File: src/rtl/uart_pkg.sv
// Shared UART receiver definitions: FSM encoding, oversample constants and divider math.
// The PARITY state exists only when UART_RX_PARITY_EN is defined.
package uart_pkg;

  localparam int OVERSAMPLE = 16;
  localparam int MID_SAMPLE = 7;

  typedef enum logic [2:0] {
    S_IDLE      = 3'd0,
    S_START     = 3'd1,
    S_DATA      = 3'd2,
`ifdef UART_RX_PARITY_EN
    S_PARITY    = 3'd3,
`endif
    S_STOP      = 3'd4,
    S_WAIT_IDLE = 3'd5
  } state_t;

  // Oversample divider, truncated; callers require the result to be at least 2.
  function automatic int calc_div(input int clk_freq, input int baud);
    return clk_freq / (baud * OVERSAMPLE);
  endfunction

endpackage

File: src/rtl/uart_baud_tick.sv
// Oversample tick generator: counts 0..DIV-1 and pulses tick on DIV-1.
// A synchronous clear realigns the phase to the start of a frame.
module uart_baud_tick #(
  parameter int DIV = 4
) (
  input  logic clk,
  input  logic reset,
  input  logic clear,
  output logic tick
);

  localparam int CW = (DIV > 1) ? $clog2(DIV) : 1;
  localparam logic [CW-1:0] LAST = CW'(DIV - 1);

  logic [CW-1:0] cnt;

  always_ff @(posedge clk or negedge reset) begin
    if (!reset) begin
      cnt <= '0;
    end else if (clear || cnt == LAST) begin
      cnt <= '0;
    end else begin
      cnt <= cnt + CW'(1);
    end
  end

  assign tick = (cnt == LAST) && !clear;

endmodule

File: src/rtl/uart_rx_ctrl.sv
// 16x oversampling UART receiver with a valid/ready holding register and error pulses.
// Define UART_RX_PARITY_EN to add a parity bit, the PARITY state and the parity_err port.
module uart_rx_ctrl
  import uart_pkg::*;
#(
  parameter int CLK_FREQ   = 50_000_000,
  parameter int BAUD       = 9600,
  parameter int PARITY_ODD = 0
) (
  input  logic       clk,
  input  logic       reset,
  input  logic       rx,
  output logic [7:0] rx_data,
  output logic       rx_valid,
  input  logic       rx_ready,
  output logic       busy,
  output logic       frame_err,
  output logic       overrun,
`ifdef UART_RX_PARITY_EN
  output logic       parity_err,
`endif
  output state_t     fsm_state
);

  localparam int DIV = calc_div(CLK_FREQ, BAUD);

  if (DIV < 2 || PARITY_ODD < 0 || PARITY_ODD > 1) begin : g_bad_cfg
    $error("uart_rx_ctrl: DIV must be >= 2 and PARITY_ODD must be 0 or 1");
  end

  state_t     state, state_nx;
  logic       sync1, sync2, rx_q;
  logic       fall, tick, tick_clr, s_clr, bit_pt;
  logic       shift_en, commit, frame_err_nx;
  logic [3:0] s_cnt;
  logic [2:0] bit_cnt;
  logic [7:0] shift;

  always_ff @(posedge clk or negedge reset) begin
    if (!reset) begin
      {sync1, sync2, rx_q} <= 3'b111;
    end else begin
      {sync1, sync2, rx_q} <= {rx, sync1, sync2};
    end
  end

  assign fall   = rx_q && !sync2;
  assign bit_pt = tick && (s_cnt == 4'(OVERSAMPLE - 1));

  uart_baud_tick #(.DIV(DIV)) u_tick (
    .clk   (clk),
    .reset (reset),
    .clear (tick_clr),
    .tick  (tick)
  );

`ifdef UART_RX_PARITY_EN
  logic par_chk, par_bad, parity_err_nx;
`endif

  always_ff @(posedge clk or negedge reset) begin
    if (!reset) begin
      state <= S_IDLE;
    end else begin
      state <= state_nx;
    end
  end

  always_comb begin
    state_nx     = state;
    tick_clr     = 1'b0;
    s_clr        = 1'b0;
    shift_en     = 1'b0;
    commit       = 1'b0;
    frame_err_nx = 1'b0;
`ifdef UART_RX_PARITY_EN
    par_chk       = 1'b0;
    parity_err_nx = 1'b0;
`endif
    case (state)
      S_IDLE: begin
        if (fall) begin
          state_nx = S_START;
          tick_clr = 1'b1;
          s_clr    = 1'b1;
        end
      end
      S_START: begin
        // Mid start bit: a high line means the falling edge was a glitch.
        if (tick && s_cnt == 4'(MID_SAMPLE)) begin
          s_clr    = 1'b1;
          state_nx = sync2 ? S_IDLE : S_DATA;
        end
      end
      S_DATA: begin
        if (bit_pt) begin
          shift_en = 1'b1;
          if (bit_cnt == 3'd7) begin
`ifdef UART_RX_PARITY_EN
            state_nx = S_PARITY;
`else
            state_nx = S_STOP;
`endif
          end
        end
      end
`ifdef UART_RX_PARITY_EN
      S_PARITY: begin
        if (bit_pt) begin
          par_chk  = 1'b1;
          state_nx = S_STOP;
        end
      end
`endif
      S_STOP: begin
        if (bit_pt) begin
          if (!sync2) begin
            frame_err_nx = 1'b1;
            state_nx     = S_WAIT_IDLE;
          end
`ifdef UART_RX_PARITY_EN
          else if (par_bad) begin
            parity_err_nx = 1'b1;
            state_nx      = S_IDLE;
          end
`endif
          else begin
            commit   = 1'b1;
            state_nx = S_IDLE;
          end
        end
      end
      S_WAIT_IDLE: begin
        if (sync2) state_nx = S_IDLE;
      end
      default: state_nx = S_IDLE;
    endcase
  end

  always_ff @(posedge clk or negedge reset) begin
    if (!reset) begin
      s_cnt   <= '0;
      bit_cnt <= '0;
      shift   <= '0;
    end else begin
      if (s_clr) begin
        s_cnt   <= '0;
        bit_cnt <= '0;
      end else begin
        if (tick) s_cnt <= s_cnt + 4'd1;
        if (shift_en) bit_cnt <= bit_cnt + 3'd1;
      end
      if (shift_en) shift <= {sync2, shift[7:1]};
    end
  end

`ifdef UART_RX_PARITY_EN
  always_ff @(posedge clk or negedge reset) begin
    if (!reset) begin
      par_bad    <= 1'b0;
      parity_err <= 1'b0;
    end else begin
      parity_err <= parity_err_nx;
      if (tick_clr) begin
        par_bad <= 1'b0;
      end else if (par_chk) begin
        par_bad <= (^{shift, sync2}) != PARITY_ODD[0];
      end
    end
  end
`endif

  // Handshake: rx_data is offered while rx_valid is high and is consumed on any edge
  // where rx_valid && rx_ready; a commit in that same edge refills the register.
  always_ff @(posedge clk or negedge reset) begin
    if (!reset) begin
      rx_data   <= '0;
      rx_valid  <= 1'b0;
      frame_err <= 1'b0;
      overrun   <= 1'b0;
    end else begin
      frame_err <= frame_err_nx;
      overrun   <= 1'b0;
      if (commit) begin
        if (!rx_valid || rx_ready) begin
          rx_data  <= shift;
          rx_valid <= 1'b1;
        end else begin
          overrun <= 1'b1;
        end
      end else if (rx_valid && rx_ready) begin
        rx_valid <= 1'b0;
      end
    end
  end

  assign busy      = (state != S_IDLE);
  assign fsm_state = state;

endmodule

File: config.mk
export PLATFORM = sky130hd
export DESIGN_NAME = uart_rx_ctrl
export DESIGN_NICKNAME = d
export VERILOG_FILES = /design/src/rtl/uart_pkg.sv /design/src/rtl/uart_baud_tick.sv /design/src/rtl/uart_rx_ctrl.sv
export SDC_FILE = /design/constraint.sdc
export NUM_CORES = 1
export LEC_CHECK = 0
export ABC_AREA = 1
export CORE_ASPECT_RATIO = 1.4
export CORE_UTILIZATION = 50
export CTS_CLUSTER_DIAMETER = 60
export DETAILED_ROUTE_END_ITERATION = 16
export GPL_TIMING_DRIVEN = 0
export PLACE_DENSITY = 0.79
export SYNTH_ARGS = -nofsm -noshare
export SYNTH_HDL_FRONTEND = slang
export SYNTH_SLANG_ARGS = --single-unit
File: constraint.sdc
create_clock -name clk -period 1.5 [get_ports clk]
set_input_delay 0.45 -clock clk [delete_from_list [all_inputs] [get_ports clk]]
set_output_delay 0.45 -clock clk [all_outputs]
set_load 0.05 [all_outputs]
==> metrics.cfg, run 1 <==
[timing]
post-route-period-util_pct=108.4
clock-skew-final_ps=4.502
rsz0062_at_grt=yes
hold_viol=0
tns_ps=-1903
timing.hold.ws_ps=359.0
drv_slew=0
fin_ws_ps=-125.3
max_freq_mhz=615.3
max_slew_margin_pct=81.06
worst_pin_slew_ps=283.0
setup_viol=28
fin_crit_ps=1625

[floorplan]
core.rowCount=26
fp.dieW_um=55.25
start_util_pct=53.51
ios=19
core-area_um2=3709
fp.dieH_um=76.54
die-area_um2=4228

[power_and_ir_drop]
p_leak_nw=1.371
p_comb_share_pct=39.6
vdd_ir_drop_max_v=0.001179
p_switching_w=0.001492
p_sw_share_pct=37.31
pwr-share-seq_pct=33.9
p_int_w=0.002506
powerDensity_nw_per_um2=1481
clockPowerShare_pct=26.5

[yosys]
synth_seq_area_share_pct=51.89
synth-warning-count=0
synth-seq-cells=41
synthCells=221
synthDistinctLibCells=26
syn_nets=230
yosysTopAreaCellShare_pct=47.92
yosys-top-cells-area=dfrtp_1 48%, nand2_1 9.1%, inv_1 5.3%, nor2_1 5.1%, dfstp_2 4.0%
netlist_area_um2=1984
yosys.area.top_type=dfrtp_1
syn_area_per_cell_um2=8.979

[layout]
area_growth_syn_to_layout_pct=36.00
diodes=0
fill_cells=266
drive_above_1_share_pct=42.80
final_common_cell=dfrtp_1
mostFrequentLayoutCells=35 x dfrtp_1, 34 x nand2_1, 25 x inv_1, 25 x nor2_1, 17 x buf_4
nets=279

[route]
drtIter0Drc=90
ant_nets=0
via_count=1635
dr.pass1.iters=4
drc=0
wl_per_cell_um=14.21
wl_mm=4.447
via_per_inst=5.224

[grt]
grt_max_degree=39
grt_antenna_before_repair=0
grtUsageTotal_pct=21.97
grt_pass1_vias=1672
grt_overflow=0
grt_pass1_wl_mm=7.231

[clock_network]
htree_levels=2
clk_pin_slew_worst_paths_ps=80
clock-root-buffer=clkbuf_8
cts_max_path_buffers=2
cts_made_buffers=5
cts_tree=done
cts.sinks=41
insertion_delay_ps=300

[place]
place_ws_ps=-341.3
portBuffers=18
place_congestion=0.9117
dp_hpwl_mm=2.606

[setup_path]
cp.required_ps=1690
worstSetupPathType=reg2reg
cp-end-kind=register
startpoint_type=register
cp_max_fo=5
critPathArrivalTime_ps=1820

[min_path]
hp-class=reg2reg

[run]
maxCapViolCount=0

[status]
failed_checks=negative setup slack
status=finished with violations

## metrics by stage
stage,utilization (%),cell area [um^2],instances,total power (W)
after floorplan,-,2007,221,0.002204
after detailed placement,60.80,2255,282,0.002512
after global routing,72.77,2699,313,0.004200
after global placement,60.39,2240,281,0.002463
final,72.77,2699,313,0.003998
after CTS,68.52,2541,302,0.003663
## registers in the layout, summed over array words and instances, names as in the netlist
| signal | flops |
|---|---|
| rx_data | 8 |
| sync1 | 1 |
| sync2 | 1 |
| rx_valid | 1 |
| u_tick.cnt | 9 |
| s_cnt | 4 |
| rx_q | 1 |
| shift | 8 |
| frame_err | 1 |
| fsm_state | 3 |
| bit_cnt | 3 |
| overrun | 1 |
## synth_stat cells
master    instances
nor4_1            1
nor2_1           27
nand4_2           1
nand2_4           2
inv_1            28
o21ai_2           7
ha_1              5
a21oi_1           5
o31ai_1           1
nor2_4            6
o21a_1            1
dfrtp_1          38
nand2_1          48
xor2_1            2
nor2_2            1
nand2_2           9
nand4_1           4
nor3_1            2
nand3_1           7
o21ai_0          12
buf_6             3
dfstp_2           3
inv_2             5
nand3b_4          1
a31oi_1           1
o22ai_1           1
## metal layers
metal / vias up / GRT usage, % / part of all wire (%)
met3: 10 / 4.924 / 4.6
met2: 48 / 40.48 / 55
met1: 788 / 23.93 / 39
met5: - / 0 / 0
met4: 0 / 8.500 / 1.8
li1: 789 / - / -
## worst paths after layout
kind                                 startpoint                       to  slack (ps)  cells after the start
hold reg to reg                 sync1$_DFF_PN1_          sync2$_DFF_PN1_         360                      0
setup / recovery           s_cnt[0]$_DFFE_PN0P_   rx_data[0]$_DFFE_PN0P_        -130                      9
hold / removal                  sync1$_DFF_PN1_          sync2$_DFF_PN1_         360                      0
setup reg to reg           s_cnt[0]$_DFFE_PN0P_   rx_data[0]$_DFFE_PN0P_        -130                      9
max in group asynchronous                 reset          sync1$_DFF_PN1_         520                      3
min in group asynchronous                 reset  u_tick.cnt[1]$_DFF_PN0_         490                      2
## timing repair
item / 4_1_cts / 5_1_grt
endpoints found under the setup margin: 45 / 40
hold buffers: 1 / 0
resized for setup: 80 / 51
hold endpoints to repair: 3 / 0
pin swaps: 10 / 15
gates cloned: 2 / 0
buffers inserted: 9 / 11
## worst max-delay path, cell delays in order, from the launching register on
cell and delay, ps:
dfrtp_1 410, ha_2 220, nand2_2 70, nor2_4 130, nand4_4 140, nor2_4 160, nand2_4 110, buf_12 170
nand2_4 50, nand2_2 40
## power groups by stage
stage,sequential (W),combinational (W),clock [W]
final,0.00136,0.00158,0.00106
after detailed placement,0.00139,0.00112,0
after floorplan,0.00148,0.000722,0
after CTS,0.00134,0.00125,0.00107
after global routing,0.00137,0.00171,0.00112
after global placement,0.00138,0.00108,0
## final cells by class
class                   instances  area, um^2  area share [%]
plain buffers                   3       42.54           1.576
clock buffers                   5       68.82           2.550
clock inverters                 3       65.06           2.411
inverters                      33       123.9           4.590
multi-input cells             144       953.4           35.33
flip-flops and latches         41        1033           38.29
well taps                      42       52.55           1.947
repair buffers                 42       359.1           13.31
## cells by family after synthesis
kind of cell               count (synthesis)  synth area share [%]
DFF                                       41                 51.89
adders and majority gates                  5                 3.153
xor gates and xnor gates                   2                0.8829
and+or+nand+nor                          109                 27.36
buffers and inverters                     36                 7.944
AOI/OAI and AO/OA                         28                 8.765
Power figures use the tool's default switching activity.
==> run 2: changes to the inputs <==
- PLACE_DENSITY: 0.79 -> 0.76
- clock period: 1.5 -> 1.6 ns (I/O delays scaled with it)
==> run 2 against run 1 <==
Compared with the run above:
- the flow still finishes with violations (negative setup slack)
- utilization decreased by 2.9 points
- cell area fell by 4.0%
- non-clock buffer count fell by 13
- clock-buffer cell count is 2 higher
- sequential power fell by 7%
- sequential cell count stayed put
- routed wire length fell by 6.7%
- largest power group unchanged
==> metrics.cfg, run 2 (synthesized netlist as in run 1, its figures left out) <==
[place]
dp_cells=281
place_congestion=0.8611
placement.cell_area_um2=2221
dp_hpwl_mm=2.650
portBuffers=18

[timing]
clock-skew-final_ps=5.443
hold_viol=0
drv_slew=0
post-route-period-util_pct=101.2
timing.hold.ws_ps=301.0
fin_ws_ps=-18.98
setup_viol=1
tns_ps=-18.98
worst_pin_slew_ps=885.5
max_freq_mhz=617.7
max_slew_margin_pct=40.97
rsz0062_at_grt=yes
fin_crit_ps=1619

[layout]
fin_cells=300
regMostFlops=u_tick.cnt
area_growth_syn_to_layout_pct=30.58
diodes=0
reg_top3=u_tick.cnt: 9 flops, rx_data: 8 flops, shift: 8 flops
drive_above_1_share_pct=36.43
fill_cells=292
final_cell_area_um2=2591
final_common_cell=nand2_1
largest_reg_flops=9
mostFrequentLayoutCells=37 x nand2_1, 35 x dfrtp_1, 26 x inv_1, 26 x nor2_1, 12 x nand2_2
nets=266

[floorplan]
core.rowCount=26
ios=19
fp.dieH_um=76.54
core-area_um2=3709
die-area_um2=4228
start_util_pct=53.51
fp.dieW_um=55.25

[power_and_ir_drop]
power.total_w=0.003425
vdd_ir_drop_max_v=0.001010
powerDensity_nw_per_um2=1322
p_leak_nw=1.275

[setup_path]
crit_path_top_delay_cell=dfrtp_2
timing.rr.start=u_tick.cnt[0]$_DFF_PN0_
startpoint_type=register
path_delay_family=flip-flops
critPathMaxStageDelay_ps=440
worstSetupPathType=reg2out
cp.required_ps=1120
critical_path_buf_inv_count=1
cp-end-kind=primary output
critPathArrivalTime_ps=1140
critPathLaunch=fsm_state[0]$_DFFE_PN0P_
crit_chain=nor2_4 -> nand2_4 -> buf_8
cp_max_fo=4

[route]
drtIter0Drc=48
wl_mm=4.147
drc=0
ant_nets=0
wl_per_cell_um=13.82
dr.pass1.iters=4
via_count=1556
via_per_inst=5.187

[clock_network]
clk_pin_slew_worst_paths_ps=80
cts_tree=done
cts_max_path_buffers=2
cts.sinks=41
cts_made_buffers=5
clock-root-buffer=clkbuf_8
htree_levels=2
insertion_delay_ps=290

[grt]
grtUsageTotal_pct=20.78
grt_pass1_vias=1593
grt_overflow=0
grt_max_degree=42
grt_pass1_wl_mm=6.844
grt_antenna_before_repair=0

[min_path]
hp-class=in2async

[run]
maxCapViolCount=0

[status]
status=finished with violations
failed_checks=negative setup slack

==> run 2: cell type report <==
class	count	area (um^2)	share of cell area [%]
buffer	3	42.54	1.642
clock buffer	7	86.33	3.332
clock inverter	1	30.03	1.159
inverter	33	123.9	4.780
multi-input combinational	144	934.6	36.07
sequential	41	1033	39.88
tap	42	52.55	2.028
timing repair buffer	29	287.8	11.11
==> run 2: metal layers <==
layer  wire, um  global-route usage, %
met5          0                      0
met4         92                  8.500
met3        120                  4.584
met2       2411                  39.64
met1       1523                  21.24
==> run 2: worst register-to-register path: cells and delay by family (launching register included) <==
kind | cells | cell delay [ps]
and+or+nand+nor | 6 | 610
DFF | 1 | 400
buffers and inverters | 2 | 250
adders and majority gates | 1 | 140
AOI/OAI and AO/OA | 1 | 80
==> run 2: final timing paths <==
kind                       slack (ps)                       end  cells past startpoint
setup / recovery                  -20                      busy                      3
setup reg to reg                    0      shift[5]$_DFFE_PN0P_                     10
hold reg to reg                   370           sync2$_DFF_PN1_                      0
max in group asynchronous         680  fsm_state[1]$_DFFE_PN0P_                      1
min in group clk                  370           sync2$_DFF_PN1_                      0
hold / removal                    300   u_tick.cnt[2]$_DFF_PN0_                      1
==> run 2: through the flow <==
stage / setup WS (ps) / utilization, %
final: -18.98 / 69.87
after floorplan: 8.646 / -
after global routing: -127.8 / 69.87
after detailed placement: -308.3 / 59.89
after global placement: -1091 / 60.02
after CTS: -74.08 / 66.09
==> run 2: what timing repair did <==
item,4_1_cts,5_1_grt
resized for setup,56,42
buffers inserted,6,3
gates cloned,1,1
pin swaps,4,8
endpoints found under the setup margin,38,37
hold buffers,0,0
==> run 2: where the power goes <==
group          internal, W  total (W)  switching [W]
combinational     0.000457    0.00129       0.000838
sequential         0.00115    0.00127       0.000114
clock             0.000509   0.000862       0.000353
